==> src/rtl/lemmings_activity_monitor.sv <==
// lemmings_activity_monitor
//
// Watches the five activity outputs of the Lemmings behaviour FSM, decodes
// them into a single activity code and keeps running statistics for the
// debug/status readout: cycles spent walking, entries into fall/dig/jump,
// direct walking turnarounds, the longest completed fall and two sticky
// flags (splat after an over-long fall, illegal after a multi-hot vector).
//
// Pipeline: stage 1 registers the raw vector, stage 2 decodes it and updates
// every output, so outputs trail the inputs by two clocks.
//
// Optional build macro: LEMM_MON_SATURATE_EN
//   defined   -> every CNT_W counter saturates at all-ones
//   undefined -> every CNT_W counter wraps modulo 2^CNT_W
//
// Ports
//   clk            system clock, rising edge
//   areset         asynchronous reset, active low
//   walk_left, walk_right, aah, digging, jumping   FSM activity outputs
//   clr            synchronous clear of statistics and flags
//   activity_code  decoded activity (0 none,1 wl,2 wr,3 fall,4 dig,5 jump,7 multi)
//   event_valid    one-cycle pulse when the decoded activity changes
//   walk_l_cyc, walk_r_cyc        cycles walking left / right
//   fall_cnt, dig_cnt, jump_cnt   entries into fall / dig / jump
//   turn_cnt       direct walk_left <-> walk_right transitions
//   fall_len_max   longest completed fall, in cycles
//   splat          sticky: a completed fall was longer than SPLAT_CYCLES
//   illegal        sticky: a multi-hot vector was seen

module lemmings_activity_monitor #(
  parameter int CNT_W        = 16,
  parameter int FL_W         = 8,
  parameter int SPLAT_CYCLES = 20
) (
  input  logic             clk,
  input  logic             areset,
  input  logic             walk_left,
  input  logic             walk_right,
  input  logic             aah,
  input  logic             digging,
  input  logic             jumping,
  input  logic             clr,
  output logic [2:0]       activity_code,
  output logic             event_valid,
  output logic [CNT_W-1:0] walk_l_cyc,
  output logic [CNT_W-1:0] walk_r_cyc,
  output logic [CNT_W-1:0] fall_cnt,
  output logic [CNT_W-1:0] dig_cnt,
  output logic [CNT_W-1:0] jump_cnt,
  output logic [CNT_W-1:0] turn_cnt,
  output logic [FL_W-1:0]  fall_len_max,
  output logic             splat,
  output logic             illegal
);

  typedef enum logic [2:0] {
    ACT_NONE   = 3'd0,
    ACT_WALK_L = 3'd1,
    ACT_WALK_R = 3'd2,
    ACT_FALL   = 3'd3,
    ACT_DIG    = 3'd4,
    ACT_JUMP   = 3'd5,
    ACT_MULTI  = 3'd7
  } act_t;

  localparam logic [CNT_W-1:0] CNT_ZERO  = {CNT_W{1'b0}};
  localparam logic [CNT_W-1:0] CNT_ONE   = {{(CNT_W-1){1'b0}}, 1'b1};
  localparam logic [FL_W-1:0]  FL_ZERO   = {FL_W{1'b0}};
  localparam logic [FL_W-1:0]  FL_ONE    = {{(FL_W-1){1'b0}}, 1'b1};
  localparam logic [FL_W-1:0]  FL_MAX    = {FL_W{1'b1}};
  localparam logic [FL_W-1:0]  SPLAT_LIM = FL_W'(SPLAT_CYCLES);

  // Statistic counter increment: wraps by default, saturates when enabled.
  function automatic logic [CNT_W-1:0] cnt_inc(input logic [CNT_W-1:0] v);
`ifdef LEMM_MON_SATURATE_EN
    if (v == {CNT_W{1'b1}}) begin
      cnt_inc = v;
    end else begin
      cnt_inc = v + CNT_ONE;
    end
`else
    cnt_inc = v + CNT_ONE;
`endif
  endfunction

  logic [4:0]       sample;
  act_t             prev_act;
  act_t             cur_act;
  logic [FL_W-1:0]  fall_timer;

  act_t             prev_act_nxt;
  logic             event_nxt;
  logic [CNT_W-1:0] walk_l_nxt, walk_r_nxt, fall_cnt_nxt;
  logic [CNT_W-1:0] dig_cnt_nxt, jump_cnt_nxt, turn_cnt_nxt;
  logic [FL_W-1:0]  fall_timer_nxt, fall_len_max_nxt;
  logic             splat_nxt, illegal_nxt;
  logic             change, fall_exit, turn;

  // Stage 1: capture the raw activity vector.
  always_ff @(posedge clk or negedge areset) begin
    if (!areset) begin
      sample <= 5'd0;
    end else begin
      sample <= {walk_left, walk_right, aah, digging, jumping};
    end
  end

  // Decode the captured vector: one-hot gives its activity, zero is none,
  // anything with two or more bits set is multi.
  always_comb begin
    cur_act = ACT_MULTI;
    case (sample)
      5'b00000: cur_act = ACT_NONE;
      5'b10000: cur_act = ACT_WALK_L;
      5'b01000: cur_act = ACT_WALK_R;
      5'b00100: cur_act = ACT_FALL;
      5'b00010: cur_act = ACT_DIG;
      5'b00001: cur_act = ACT_JUMP;
      default:  cur_act = ACT_MULTI;
    endcase
  end

  // Stage 2 next-state: statistics, fall timing and flags; clr overrides all.
  always_comb begin
    change    = (cur_act != prev_act);
    fall_exit = (prev_act == ACT_FALL) && change;
    turn      = ((prev_act == ACT_WALK_L) && (cur_act == ACT_WALK_R)) ||
                ((prev_act == ACT_WALK_R) && (cur_act == ACT_WALK_L));

    prev_act_nxt = cur_act;
    event_nxt    = change;
    walk_l_nxt   = (cur_act == ACT_WALK_L) ? cnt_inc(walk_l_cyc) : walk_l_cyc;
    walk_r_nxt   = (cur_act == ACT_WALK_R) ? cnt_inc(walk_r_cyc) : walk_r_cyc;
    fall_cnt_nxt = ((cur_act == ACT_FALL) && change) ? cnt_inc(fall_cnt) : fall_cnt;
    dig_cnt_nxt  = ((cur_act == ACT_DIG)  && change) ? cnt_inc(dig_cnt)  : dig_cnt;
    jump_cnt_nxt = ((cur_act == ACT_JUMP) && change) ? cnt_inc(jump_cnt) : jump_cnt;
    turn_cnt_nxt = turn ? cnt_inc(turn_cnt) : turn_cnt;
    illegal_nxt  = illegal | (cur_act == ACT_MULTI);

    // The timer counts cycles of the current fall including the entry cycle.
    if (cur_act == ACT_FALL) begin
      if (change) begin
        fall_timer_nxt = FL_ONE;
      end else if (fall_timer == FL_MAX) begin
        fall_timer_nxt = fall_timer;
      end else begin
        fall_timer_nxt = fall_timer + FL_ONE;
      end
    end else begin
      fall_timer_nxt = FL_ZERO;
    end

    fall_len_max_nxt = (fall_exit && (fall_timer > fall_len_max)) ? fall_timer : fall_len_max;
    splat_nxt        = splat | (fall_exit && (fall_timer > SPLAT_LIM));

    // clr discards statistics but keeps tracking the ongoing activity, so it
    // is not re-counted as an entry and a fall is timed from this cycle.
    if (clr) begin
      event_nxt        = 1'b0;
      walk_l_nxt       = CNT_ZERO;
      walk_r_nxt       = CNT_ZERO;
      fall_cnt_nxt     = CNT_ZERO;
      dig_cnt_nxt      = CNT_ZERO;
      jump_cnt_nxt     = CNT_ZERO;
      turn_cnt_nxt     = CNT_ZERO;
      fall_len_max_nxt = FL_ZERO;
      splat_nxt        = 1'b0;
      illegal_nxt      = 1'b0;
      fall_timer_nxt   = (cur_act == ACT_FALL) ? FL_ONE : FL_ZERO;
    end else begin
      event_nxt        = change;
    end
  end

  // Stage 2 state and output registers.
  always_ff @(posedge clk or negedge areset) begin
    if (!areset) begin
      prev_act     <= ACT_NONE;
      event_valid  <= 1'b0;
      walk_l_cyc   <= CNT_ZERO;
      walk_r_cyc   <= CNT_ZERO;
      fall_cnt     <= CNT_ZERO;
      dig_cnt      <= CNT_ZERO;
      jump_cnt     <= CNT_ZERO;
      turn_cnt     <= CNT_ZERO;
      fall_timer   <= FL_ZERO;
      fall_len_max <= FL_ZERO;
      splat        <= 1'b0;
      illegal      <= 1'b0;
    end else begin
      prev_act     <= prev_act_nxt;
      event_valid  <= event_nxt;
      walk_l_cyc   <= walk_l_nxt;
      walk_r_cyc   <= walk_r_nxt;
      fall_cnt     <= fall_cnt_nxt;
      dig_cnt      <= dig_cnt_nxt;
      jump_cnt     <= jump_cnt_nxt;
      turn_cnt     <= turn_cnt_nxt;
      fall_timer   <= fall_timer_nxt;
      fall_len_max <= fall_len_max_nxt;
      splat        <= splat_nxt;
      illegal      <= illegal_nxt;
    end
  end

  // The previous-activity register is also the registered activity output.
  assign activity_code = prev_act;

endmodule

==> config.mk <==
export PLATFORM = sky130hd
export DESIGN_NAME = lemmings_activity_monitor
export DESIGN_NICKNAME = d
export VERILOG_FILES = /design/src/rtl/lemmings_activity_monitor.sv
export SDC_FILE = /design/constraint.sdc
export NUM_CORES = 1
export LEC_CHECK = 0
export ABC_AREA = 1
export CAP_MARGIN = 20
export CORE_AREA = 3 3 130 132
export CTS_CLUSTER_SIZE = 25
export DETAILED_ROUTE_END_ITERATION = 7
export DIE_AREA = 0 0 133 135
export PLACE_DENSITY = 0.73
export RECOVER_POWER = 100
export SLEW_MARGIN = 20
export SYNTH_ARGS = -nofsm -noshare
export SYNTH_HDL_FRONTEND = slang
export SYNTH_SLANG_ARGS = --single-unit
==> constraint.sdc <==
create_clock -name clk -period 1.7 [get_ports clk]
set_input_delay 0.34 -clock clk [delete_from_list [all_inputs] [get_ports clk]]
set_output_delay 0.34 -clock clk [all_outputs]
set_load 0.1 [all_outputs]
After elaboration in Yosys (flattened, before gate mapping) --
Index checks and enable logic that the tools add are counted.
Cells by class: add/sub/neg operators 7, $mul 0, div/mod/pow operators 0, magnitude comparators 2, equal/unequal tests 17, shift-type cells 0, muxes and demuxes 23, bitwise logic cells 2, reduce and logical (&&, ||, !) cells 17
Operators with widths (number):
- 16-bit 2-to-1 mux | 12
- 16-bit by 1-bit adder with 16-bit output (second input constant) | 6
- 8-bit 2-to-1 mux | 6
- 3-bit case mux with 6 select lines | 1
- 2-bit nonzero test | 7
- 3-bit by 2-bit == test with 1-bit output (second input constant) | 4
- 3-bit == test (second input constant) | 3
- 8-bit by 1-bit adder with 8-bit output (second input constant) | 1
- 8-bit == test (second input constant) | 1
- 8-bit by 5-bit greater-than comparator with 1-bit output (second input constant) | 1
- 8-bit greater-than comparator | 1
- 1-bit logical AND | 8
- 3-bit by 1-bit == test with 1-bit output (second input constant) | 2
- 5-bit by 1-bit == test with 1-bit output (second input constant) | 1
- 5-bit by 2-bit == test with 1-bit output (second input constant) | 1
- 5-bit by 3-bit == test with 1-bit output (second input constant) | 1
- 5-bit by 4-bit == test with 1-bit output (second input constant) | 1
- 5-bit == test (second input constant) | 1
- 5-bit zero test | 1
- 1-bit 2-to-1 mux | 4
- 4-bit != test (second input constant) | 1
- 3-bit != test | 1
- 1-bit OR | 2
- 1-bit logical OR | 1
Word-level totals: bits in registers 123, bits in latches 0, bits in writable memories 0, ROM bits 0, logic and storage cells 81, memories kept 0

Longest topological paths before layout --
word-level depth 7, depth in mapped cells 13, mapped depth without buffers 12

Least setup slack after synthesis --
OpenSTA, ideal clock, no wires.
path kind reg-to-reg, start point register jump_cnt[1], end point register jump_cnt[12], library setup time 0.123 ns, data arrival time 2.158 ns, data required time 1.577 ns, setup slack -0.581 ns, cell stages (with the launch flop) 10, path buffers 0, period minus slack after synthesis 2.281 ns, path through dfrtp_1 -> ha_1 -> nand2_1 -> inv_1 -> nand2_1 -> nor4_1 -> xor2_1 -> nor2_1 -> nand2_1 -> o21ai_2
On the way: longest elaborated chain between the ends 3
RTL lines:
- start: declaration | line 49 | output logic [CNT_W-1:0] jump_cnt,
- start signal: assignment | line 197 | jump_cnt <= jump_cnt_nxt;
- 16-bit by 1-bit adder with 16-bit output | line 82 | cnt_inc = v + CNT_ONE;
- 16-bit 2-to-1 mux | line 136 | jump_cnt_nxt = ((cur_act == ACT_JUMP) && change) ? cnt_inc(jump_cnt) : jump_cnt;
- 16-bit 2-to-1 mux | line 158 | if (clr) begin
No other way between the ends. The select of a mux whose other input is x is not followed. A chain may end at the register's enable or synchronous reset.

Worst setup path in the final report --
start point register sample[1], end point register jump_cnt[1]
On the way: longest elaborated chain between the ends 5, elaborated cells on any way between the ends 11, those cells by class eq/ne: 7; mux: 1; reduce/logical: 3
RTL lines:
- start: declaration | line 86 | logic [4:0] sample;
- start signal: assignment | line 104 | sample <= {walk_left, walk_right, aah, digging, jumping};
- 5-bit by 1-bit == test with 1-bit output (tied with other cells) | line 112 | case (sample)
- 3-bit case mux with 6 select lines (*) | line 112
- 3-bit == test / 3-bit != test (equally long branches) | line 136, 125
- 1-bit logical AND (*) | line 136
- 2-bit nonzero test (no source line) (*)
Every way passes the cells marked *; elsewhere a longest branch is shown, timed or not.

==> results.md <==
- Worst-Skew Late Latency: approximately 430 ps
- R2R depth: 12
- Final period utilization: 116%
- Hold endpoint: walk_r_cyc[0]
- Final Instance Area: 11800 um^2
- Vias in the first global route: just over 7000
- GR Util All Layers: a little under a quarter
- Final Worst Setup Slack: -280 ps
- Synth Flop Type: dfrtp_1
- RR Startpoint: sample[1]
- Clock buffer depth: 2
- Final setup viols: about 90
- Initial Util: about 44%
- Failing checks: negative setup slack
- GPL Wtd Cong: 0.880
- Fin. Hold Viols: 0
- Placed instance area: approximately 10000 um^2
- Reg area: between 3000 and 4000 um^2
- Leak: 5.02 nW
- WL met1: 8.95 mm
- Area Overhead vs Synth: 67.1%
- Initial antenna violation count: 0
- Routed Antenna Nets: 0
- Avg Inst Size Synth: a little under 8 um^2
- Slew @ Worst Pin: 771 ps
- Max-cap violations: 0
- Total CTS buffers: 17
- Ant diodes: 0
- Metal2 WL: ~11 mm
- Drt pass-1 iters: 5
- Metal3 WL: approximately 1.1 mm
- Worst-path clk slew: about 60 ps
- Critical path class: reg -> reg
- FF+latch count, synth: 123
- Layout cells sized above 1: a little over two fifths
- Ys async rst share: 100%
- Global route overflow: 0
- Width of the chip: about 130 um
- Relative slew slack: roughly half
- Ports: 118
- Final Critical Period: 1980 ps
- Synth Cell Area: 7030 um^2
- DR WL/cell: roughly 16 um
- Mapped Nets: around 930
- Worst Min Path Start: clr
- Hold_ws: around 410 ps
- Nets: 1141
- WHS Path Cells: 3
- Critical Path Fanout Max: 7
- Clock root cell: clkbuf_16
- Crit start category: flip-flop
- Yosys cell types: 39
- Final wirelength: 21.9 mm
- TritonCTS Sinks: about 120
- Hpwl dp: roughly 14 mm
- Max layer used: met4
- Die height: 135 um
- Worst clock skew: roughly 8 ps
- Peak supply drop: between 0.7 and 0.8 mV
- CTS H-tree depth: 4
- Core Rows: 46
- Final Non-Filler Cells: about 1300
- Placed cell count: between 1000 and 1500
- Pin count of the biggest net entering global routing: 57
- Cell Pwr Density: between 500 and 600 nW/um^2
- First-pass GRT wire length: between 30 and 40 mm
- Vias per inst: ~5.4
- DIE AREA: 18000 um^2
- Outcome: complete, but fails checks
- Crit path capture type: flip-flop
- Worst EP required: 2050 ps
- Fmax: approximately 500 MHz
- Synth warnings: 0
- DR vias: about 7300
- Reg-to-Reg End: jump_cnt[1]
- Number of synthesized flops with an enable pin: 0
- Max-slew violations: 0
- Worst hold path type: in -> reg
- Synth Instances: just over 900
- 1st-iter DRT viols: roughly 540
- Register area share after synthesis: around 44%
- Unrepaired setup endpoints after global routing: yes
- Multi-input gate area: 4120 um^2
- R2r setup slk: -280 ps
- Core area: about 16000 um^2
- Drc violations: 0
- # fillers: approximately 1100
- Port bufs: between 100 and 150
- Post-place setup slack: -289 ps
- CTS tree: yes
- Data arrival time of the critical path: around 2300 ps
per-stage QoR:
stage	power (W)	util [%]	TNS (ps)
6_report	0.00697	74.3	-17030
4_1_cts	0.00698	72.3	-8510
5_1_grt	0.00719	74.3	-27940
3_3_place_gp	0.00352	65.9	-8110
3_5_place_dp	0.00352	65.9	-14260
2_1_floorplan	0.00329	-	-2650
cell usage after synthesis (4+ instances only):
cell	n	area share, %
a211oi_1	4	0.43
a21oi_1	41	2.9
a31oi_1	4	0.36
buf_2	4	0.28
buf_6	4	0.64
clkbuf_1	13	0.69
dfrtp_1	123	44
ha_1	16	2.8
inv_1	95	5.1
inv_2	6	0.32
nand2_1	184	9.8
nand2_2	9	0.80
nand3_1	97	6.9
nand3b_1	12	1.3
nand4_1	31	2.8
nor2_1	106	5.7
nor3_1	34	2.4
nor4_1	8	0.71
o21ai_0	34	2.4
o21ai_1	4	0.28
o21ai_2	9	1.1
xor2_1	45	5.6
state kept, by name, summed over array words and instances, names as in the netlist:
signal and cells:
dig_cnt 16, event_valid 1, fall_timer 8, jump_cnt 16, fall_cnt 16, walk_r_cyc 16
turn_cnt 16, illegal 1, activity_code 3, fall_len_max 8, walk_l_cyc 16, sample 5
splat 1
power by group:
| part | switching [W] | internal (W) | total [W] |
|---|---|---|---|
| logic | 0.000395 | 0.000205 | 0.000600 |
| registers | 0.0000297 | 0.00295 | 0.00298 |
| clock network | 0.00129 | 0.00211 | 0.00339 |
| total | 0.00171 | 0.00526 | 0.00697 |
how the worst max path moves through the flow:
stage | startpoint | depth (start not counted) | to
floorplan | fall_len_max[1] | 10 | fall_len_max[1]
global placement | sample[1] | 12 | jump_cnt[3]
detailed placement | sample[3] | 9 | jump_cnt[3]
CTS | sample[0] | 11 | jump_cnt[3]
global route | sample[0] | 12 | fall_cnt[9]
finish | sample[1] | 12 | jump_cnt[1]
cells by family (layout without fill, tap and decap cells):
kind of cell             after synthesis  in the layout  synth area share (%)
AND/OR/NAND/NOR                      493            497                  32.1
XOR/XNOR                              47             47                  5.96
buffers and inverters                127            348                  7.40
AO/OA/AOI/OAI                         99             99                  7.88
adder cells (fa/ha/maj)               16             16                  2.85
flip-flops                           123            123                  43.8
layout by cell type, fill, tap and decap left out, drive strengths merged, types with 6 or more instances in the layout:
| cell type | n |
|---|---|
| clkinv | 7 |
| buf | 207 |
| ha | 16 |
| xor2 | 46 |
| nand4 | 32 |
| o21ai | 47 |
| nor4 | 9 |
| nor2 | 108 |
| nor3 | 34 |
| dlygate4sd3 | 6 |
| clkbuf | 26 |
| nand3 | 100 |
| inv | 100 |
| nand3b | 12 |
| dfrtp | 123 |
| nand2 | 198 |
| a21oi | 41 |
metal layers:
layer	GRT usage, %	vias up
met3	4.02	53
met5	0	-
met4	9.53	0
met1	29.6	3540
li1	-	3435
met2	40.7	246
what timing repair did:
| item | CTS | global route |
|---|---|---|
| hold buffers | 1 | 0 |
| hold endpoints to repair | 26 | 0 |
| resized for setup | 71 | 77 |
| setup buffers | 20 | 12 |
| endpoints found under the setup margin | 91 | 101 |
| pin swaps | 20 | 25 |
| gates cloned | 1 | 3 |
layout make-up:
cell class	count	area share, %
clock buffers	24	4.10
clock inverters	8	0.575
inverters	101	3.32
multi-input cells	659	35.0
flip-flops and latches	123	27.9
well taps	216	2.30
repair buffers	215	26.7
worst max-delay path: stages (launching register included):
cell     delay (ps)
dfrtp_1         410
inv_2           110
nand2_4          90
nor2_4          150
inv_2            70
a21oi_2         150
nand2_1          90
nand2_2         120
nand3_4         190
nand2_8         200
buf_6           150
nand2_2          60
a21oi_2         110
(Power assumes the default switching activity.)
